**src/rtl/conv_encoder_k3.sv**
```systemverilog
// Rate-1/2, constraint-length-3 convolutional encoder with optional per-frame
// zero-tail flushing. One information bit in, one 2-bit symbol out, one cycle
// later. After FRAME_LEN data bits, K-1 zero bits are encoded so the trellis
// returns to state 0 at every frame boundary.
module conv_encoder_k3 #(
  parameter int unsigned    K         = 3,
  parameter logic [K-1:0]   G0        = 3'b111,
  parameter logic [K-1:0]   G1        = 3'b101,
  parameter int unsigned    FRAME_LEN = 256,
  parameter bit             TAIL_EN   = 1'b1
) (
  input  logic        clk,
  input  logic        rst,
  input  logic        enable_encoder_i,
  input  logic        encoder_i,
  output logic        ready_o,
  output logic [1:0]  encoder_o,
  output logic        valid_o,
  output logic        frame_start_o,
  output logic        frame_done_o,
  output logic [15:0] word_ct
);

  typedef enum logic [1:0] {
    IDLE = 2'b00,
    DATA = 2'b01,
    TAIL = 2'b10
  } state_t;

  localparam int unsigned    M         = K - 1;
  localparam int unsigned    TCW       = (M > 1) ? $clog2(M) : 1;
  localparam logic [TCW-1:0] TAIL_LAST = TCW'(M - 1);
  localparam logic [15:0]    FL16      = 16'(FRAME_LEN);

  // Parity of the taps selected by generator polynomial g.
  function automatic logic parity_fn(input logic [K-1:0] v, input logic [K-1:0] g);
    return ^(v & g);
  endfunction

  // Code vector {b, sr[0], sr[1], ...}: MSB is the current bit, then newest to oldest history.
  function automatic logic [K-1:0] code_vec(input logic b, input logic [M-1:0] sr);
    logic [K-1:0] v;
    v = {K{1'b0}};
    v[K-1] = b;
    for (int i = 0; i < int'(M); i++) begin
      v[K-2-i] = sr[i];
    end
    return v;
  endfunction

  state_t           state_r, state_nx_s;
  logic [M-1:0]     sr_r, sr_nx_s, sr_shift_s;
  logic [TCW-1:0]   tail_ct_r, tail_ct_nx_s;
  logic [1:0]       enc_r, enc_nx_s, sym_s;
  logic             valid_r, valid_nx_s;
  logic             start_r, start_nx_s;
  logic             done_r, done_nx_s;
  logic [15:0]      word_ct_r, word_ct_nx_s;
  logic [15:0]      cnt_base_s, cnt_inc_s;
  logic             accept_s, bit_s, last_bit_s;
  logic [K-1:0]     code_s;

  assign ready_o       = (state_r != TAIL);
  assign accept_s      = enable_encoder_i & ready_o;
  assign bit_s         = (state_r == TAIL) ? 1'b0 : encoder_i;
  assign code_s        = code_vec(bit_s, sr_r);
  assign sym_s         = {parity_fn(code_s, G0), parity_fn(code_s, G1)};
  assign sr_shift_s    = M'({sr_r, bit_s});
  // A frame starting from IDLE counts from zero regardless of what word_ct still shows.
  assign cnt_base_s    = (state_r == IDLE) ? 16'd0 : word_ct_r;
  assign cnt_inc_s     = cnt_base_s + 16'd1;
  assign last_bit_s    = (cnt_inc_s == FL16);

  assign encoder_o     = enc_r;
  assign valid_o       = valid_r;
  assign frame_start_o = start_r;
  assign frame_done_o  = done_r;
  assign word_ct       = word_ct_r;

  // State register.
  always_ff @(posedge clk or negedge rst) begin
    if (!rst) begin
      state_r <= IDLE;
    end else begin
      state_r <= state_nx_s;
    end
  end

  // Next-state decision: data bits until FRAME_LEN, then tail (or straight back to IDLE).
  always_comb begin
    state_nx_s = state_r;
    case (state_r)
      IDLE, DATA: begin
        if (accept_s && last_bit_s) begin
          if (TAIL_EN) begin
            state_nx_s = TAIL;
          end else begin
            state_nx_s = IDLE;
          end
        end else if (accept_s) begin
          state_nx_s = DATA;
        end else begin
          state_nx_s = state_r;
        end
      end
      TAIL: begin
        if (tail_ct_r == TAIL_LAST) begin
          state_nx_s = IDLE;
        end else begin
          state_nx_s = TAIL;
        end
      end
      default: state_nx_s = IDLE;
    endcase
  end

  // Next values of the symbol, flags, shift register, counters.
  always_comb begin
    enc_nx_s     = enc_r;
    valid_nx_s   = 1'b0;
    start_nx_s   = 1'b0;
    done_nx_s    = 1'b0;
    word_ct_nx_s = word_ct_r;
    sr_nx_s      = sr_r;
    tail_ct_nx_s = tail_ct_r;
    case (state_r)
      IDLE, DATA: begin
        if (accept_s) begin
          enc_nx_s     = sym_s;
          valid_nx_s   = 1'b1;
          start_nx_s   = (state_r == IDLE);
          done_nx_s    = last_bit_s & ~TAIL_EN;
          word_ct_nx_s = cnt_inc_s;
          sr_nx_s      = sr_shift_s;
          tail_ct_nx_s = {TCW{1'b0}};
        end else if (state_r == IDLE) begin
          word_ct_nx_s = 16'd0;
        end else begin
          word_ct_nx_s = word_ct_r;
        end
      end
      TAIL: begin
        enc_nx_s   = sym_s;
        valid_nx_s = 1'b1;
        if (tail_ct_r == TAIL_LAST) begin
          done_nx_s    = 1'b1;
          sr_nx_s      = {M{1'b0}};
          tail_ct_nx_s = {TCW{1'b0}};
        end else begin
          sr_nx_s      = sr_shift_s;
          tail_ct_nx_s = tail_ct_r + TCW'(1);
        end
      end
      default: begin
        enc_nx_s     = 2'b00;
        word_ct_nx_s = 16'd0;
        sr_nx_s      = {M{1'b0}};
        tail_ct_nx_s = {TCW{1'b0}};
      end
    endcase
  end

  // Registered datapath and outputs.
  always_ff @(posedge clk or negedge rst) begin
    if (!rst) begin
      sr_r      <= {M{1'b0}};
      tail_ct_r <= {TCW{1'b0}};
      enc_r     <= 2'b00;
      valid_r   <= 1'b0;
      start_r   <= 1'b0;
      done_r    <= 1'b0;
      word_ct_r <= 16'd0;
    end else begin
      sr_r      <= sr_nx_s;
      tail_ct_r <= tail_ct_nx_s;
      enc_r     <= enc_nx_s;
      valid_r   <= valid_nx_s;
      start_r   <= start_nx_s;
      done_r    <= done_nx_s;
      word_ct_r <= word_ct_nx_s;
    end
  end

endmodule

```
**config.mk**
```make
export PLATFORM = sky130hd
export DESIGN_NAME = conv_encoder_k3
export DESIGN_NICKNAME = d
export VERILOG_FILES = /design/src/rtl/conv_encoder_k3.sv
export SDC_FILE = /design/constraint.sdc
export NUM_CORES = 1
export LEC_CHECK = 0
export ABC_AREA = 1
export CORE_AREA = 2 2 79 81
export DETAILED_ROUTE_END_ITERATION = 16
export DIE_AREA = 0 0 81 83
export DONT_BUFFER_PORTS = 1
export PLACE_DENSITY_LB_ADDON = 0.3
export SLEW_MARGIN = 15
export SYNTH_ARGS = -nofsm -noshare
export SYNTH_HDL_FRONTEND = slang
export SYNTH_SLANG_ARGS = --single-unit
export TNS_END_PERCENT = 100
```
**constraint.sdc**
```tcl
create_clock -name clk -period 3.6 [get_ports clk]
set_clock_uncertainty 0.2 [all_clocks]
set_input_delay 0.36 -clock clk [delete_from_list [all_inputs] [get_ports clk]]
set_output_delay 0.36 -clock clk [all_outputs]
set_load 0.01 [all_outputs]
```
# After elaboration in Yosys (flattened, before gate mapping)
# Index checks and enable logic that the tools add are counted.
[totals]
out_inout_bits = 22
inputBits = 4
regBits = 26
word_cells = 44
[op_classes]
bitwise_logic = 1
n_reduce_logical = 5
n_eq_ne = 6
muxes = 22
addsub = 2
[ops]
columns = ["op", "n"]
rows = [
  ["$mux W16", 2],
  ["$pmux W16 S2", 1],
  ["$add A16 B1 Y16 const B", 1],
  ["$eq A16 B9 Y1 const B", 1],
  ["$mux W2", 6],
  ["$pmux W2 S2", 3],
  ["$mux W1", 8],
  ["$reduce_xor A3 Y1", 2],
  ["$ne A2 B2 Y1 const B", 2],
  ["$pmux W1 S2", 2],
  ["$ne A3 B3 Y1 const B", 1],
  ["$eq A2 B1 Y1 const B", 1],
  ["$eq A2 B2 Y1 const B", 1],
  ["$logic_not A2 Y1", 1],
  ["$reduce_or A2 Y1", 1],
  ["$add A1 B1 Y1 const B", 1],
  ["$and A1 B1 Y1", 1],
  ["$logic_and A1 B1 Y1", 1],
]

# Longest topological paths before layout
[logic_depth]
ltp_word = 7
ltp_mapped = 19

# Least setup slack after synthesis
# OpenSTA, ideal clock, no wires.
[synth_path]
path_kind = "reg2reg"
start = "register state_r[1]"
end = "register state_r[0]"
required_time_ns = 3.280
period_less_slack_ns = 2.326
setup_slack_ns = 1.274
setup_time_ns = 0.120
arrival_time_ns = 2.006
path_stages_with_launch = 16
path_buffers = 1
path_cell_list = "dfrtp_1 > nor2_1 > buf_4 > nor2_1 > ha_1 > nand2_1 > inv_1 > nand3_1 > nor2_2 > nand2_1 > nor2_1 > nand3b_1 > nand2_1 > nand3_1 > o21ai_1 > nand2_1"
[synth_via]
elab_chain_cells = 7
elab_cells_between_ends = 13
[synth_lines]
columns = ["element", "line", "text"]
rows = [
  ["start: declaration", "51", "state_t state_r, state_nx_s;"],
  ["start signal: assignment", "85", "state_r <= state_nx_s;"],
  ["$logic_not A2 Y1", "70, 92", ""],
  ["$mux W16", "n/a", ""],
  ["$add A16 B1 Y16", "71", "assign cnt_inc_s = cnt_base_s + 16'd1;"],
  ["$eq A16 B9 Y1", "72", "assign last_bit_s = (cnt_inc_s == FL16);"],
  ["$logic_and A1 B1 Y1", "94", "if (accept_s && last_bit_s) begin"],
  ["$mux W2", "94", ""],
  ["$pmux W2 S2", "92", "case (state_r)"],
]
# Several ways; a longest one is shown, not always the timed one.
# A chain may end at the register's enable or synchronous reset.

# Worst setup path in the final report
# Ends and elaborated chain as after synthesis.

==> run_results.csv <==
group,metric,value,unit
status,status,"complete, no violations",
place,gp_congestion,0.919,
clock_network,clkTransAtPathRegs,100,ps
global_route,grt_antenna_before_repair,0,
hold_path,hold_class,"in -> reg",
synth,ys_ff_latch,26,
synth,yosys-top-cells-area,"dfrtp_1 38%, nand2_1 18%, o21ai_0 7.9%",
timing,rsz0062_at_grt,"false",
synth,synth.most_common_cell,"nand2_1",
timing,finalHoldViolCount,0,
clock_network,postCtsHoldBufs,2,
clock_network,clock_path_buffers,2,
timing,relSlewSlack,46.1,%
pwr,p_seq_share,46.9,%
setup_path,path_class,"reg -> reg",
cells_and_area,areaGrowthSynthToFinish,10.1,%
clock_network,cts.sinks,26,
setup_path,arrival,2870,ps
synth,synth_top_flop_cell,"dfrtp_1",
setup_path,end_kind,"flop",
timing,fin_crit_sh,80.5,%
timing,fmax,345,MHz
pwr,swShare,33.3,%
job,drv_cap,0,
clock_network,post-cts-setup-buffers,0,
die,rows,28,
clock_network,htreeDepth,1,
pwr,leakage,0.935,nW
die,dieArea,6720,µm²
die,fp.dieH,83,µm
cells_and_area,ff_latch_area,651,µm²
setup_path,crit_fanout,16,
synth,yosys_warnings,0,
pwr,p_comb_share,20.4,%
global_route,grt_most_used_layer,"met2",
synth,syn-cell-area,1710,µm²
clock_network,numCtsBuffers,3,
routing,post_drt_wl_per_cell,13.8,µm
synth,synth_top_area_share,38.0,%
timing,report.final.slew_viol_count,0,
routing,drtAntennaViolNets,0,
pwr,ir_drop,154,µV
cells_and_area,diodes,0,
synth,synth_edf_count,0,
pwr,p_int,0.527,mW
global_route,grt_use_total,14.5,%
clock_network,ctsRootBufferMaster,"clkbuf_8",
timing,finalSetupTns,0,ps
routing,drt_iter0_drc,131,
clock_network,cts_tree,"done",
clock_network,clock_latency,290,ps
routing,drc,0,
synth,yosysUniqueCellTypes,26,
cells_and_area,fillers,666,
timing,finalCriticalPeriod,2900,ps
pwr,power_frac_clock,32.7,%
synth,synthArstFlopShare,100,%
global_route,overflow,0,
setup_path,cp.required,3570,ps
synth,avgSynthCellArea,6.64,µm²
die,pin_count,26,
pwr,net-switching-power,0.263,mW
synth,synth_fp_nets,264,
setup_path,start_kind,"flop",
global_route,grt_pass1_wl,7610,µm
cells_and_area,layout.nets,267,
routing,first_pass_iters,4,
routing,vias,1645,
cells_and_area,final_util,32.4,%
synth,synth-seq-area-share,38.0,%
timing,tightest_slew,806,ps
global_route,grt_max_degree,27,
synth,syn_inst,258,
die,core_area,5820,µm²
synth,synth_top_cell_by_area,"dfrtp_1",
timing,final-setup-viol-count,0,
routing,drt_wl_total,4630,µm
place,dp.final_hpwl,3340,µm
pwr,power_density,419,nW/µm²
clock_network,cts-resized-gates,0,
global_route,grt_pass1_vias,1576,
routing,viasPerCell,4.91,
global_route,use_met1,18.9,%
cells_and_area,drive_above_1_share,7.69,%
cells_and_area,multiInputGateArea,895,µm²
synth,synth.top_cells.by_count,"83 x nand2_1, 35 x inv_1, 32 x nor2_1",
die,initial_utilization,29.5,%
global_route,met3_usage,3.37,%
global_route,met2_usage,23.8,%
die,chipWidth,81,µm
place,io_buffers,0,
state kept, by name (all words and copies together), names as in the netlist:
name,flops
word_ct,16
tail_ct_r,1
state_r,2
valid_o,1
frame_done_o,1
frame_start_o,1
encoder_o,2
sr_r,2
metal layers:
layer / share of wire, % / routed length [µm]
met2: 48 / 2230
met3: 4.7 / 219
met5: 0 / 0
met1: 46 / 2130
met4: 1.2 / 54
power groups by stage:
stage	combinational, mW	clock (mW)	sequential [mW]
2_1_floorplan	0.125	0	0.366
3_3_place_gp	0.150	0	0.378
3_5_place_dp	0.151	0	0.378
4_1_cts	0.162	0.258	0.372
5_1_grt	0.188	0.274	0.377
6_report	0.161	0.258	0.370
cells by family after synthesis:
family / synth area share [%]
simple gates: 36.6
xor+xnor: 1.02
compound gates: 13.1
buf+inv: 9.85
fa+ha+maj: 1.46
flops: 38.0
layout by cell type (no fill, tap or decap):
| master | synthesis | final |
|---|---|---|
| buf_12 | 0 | 1 |
| clkbuf_8 | 0 | 3 |
| ha_1 | 2 | 2 |
| o22ai_1 | 4 | 4 |
| nor3_1 | 1 | 1 |
| o21ai_1 | 1 | 1 |
| o32ai_1 | 1 | 1 |
| nor2_4 | 1 | 1 |
| dfrtp_1 | 26 | 26 |
| nor2_1 | 32 | 32 |
| a32o_1 | 2 | 2 |
| o21ai_0 | 27 | 27 |
| nand2_2 | 2 | 2 |
| dlygate4sd3_1 | 0 | 1 |
| nand2_1 | 83 | 83 |
| a21oi_1 | 1 | 1 |
| nand3_1 | 14 | 14 |
| buf_4 | 1 | 1 |
| inv_2 | 2 | 2 |
| nand4_1 | 2 | 2 |
| inv_1 | 35 | 35 |
| nor2_2 | 8 | 8 |
| xnor2_1 | 1 | 1 |
| nand3b_1 | 3 | 3 |
| nand2_4 | 1 | 1 |
| xor2_1 | 1 | 1 |
| a22o_1 | 3 | 3 |
| bufinv_16 | 0 | 1 |
worst max-delay path, cell delays in order, from the launching register on:
cell and delay (ps):
dfrtp_1 700, inv_2 150, nand2_4 190, nand2_1 90
inv_1 80, ha_1 170, nand2_1 80, inv_1 60
nand3_1 120, nor2_2 230, nand2_1 100, nor2_1 140
nand3b_1 90, nand2_1 100, nand3_1 100, o21ai_1 130
nand2_1 70
path summary, 6_finish.rpt:
kind	start	end	slack (ps)	cells past startpoint
worst min register to register	tail_ct_r	frame_done_o	340	2
max in group asynchronous	rst	state_r[1]	2720	2
min in group asynchronous	rst	word_ct[8]	300	2
worst max-delay path	state_r[1]	state_r[0]	700	16
worst min-delay path	encoder_i	sr_r[0]	10	1
worst max register to register	state_r[1]	state_r[0]	700	16
area by class of cell:
| class | count | area share [%] |
|---|---|---|
| inverter | 37 | 7.36 |
| sequential | 26 | 34.5 |
| clock buffer | 3 | 2.19 |
| timing repair buffer | 3 | 1.99 |
| multi-input combinational | 190 | 47.4 |
| tap | 75 | 4.97 |
| clock inverter | 1 | 1.59 |
stage by stage:
step | instance area (µm²) | instances | hold slack [ps] | setup WS, ps | power [mW]
after floorplan | 1710 | 258 | -136 | 1270 | 0.490
after global placement | 1790 | 329 | -135 | 890 | 0.528
after detailed placement | 1790 | 329 | -135 | 799 | 0.528
after CTS | 1890 | 335 | 13.0 | 769 | 0.792
after global routing | 1890 | 335 | 1.19 | 377 | 0.839
final | 1890 | 335 | 14.5 | 700 | 0.790
(Power assumes the default switching activity.)
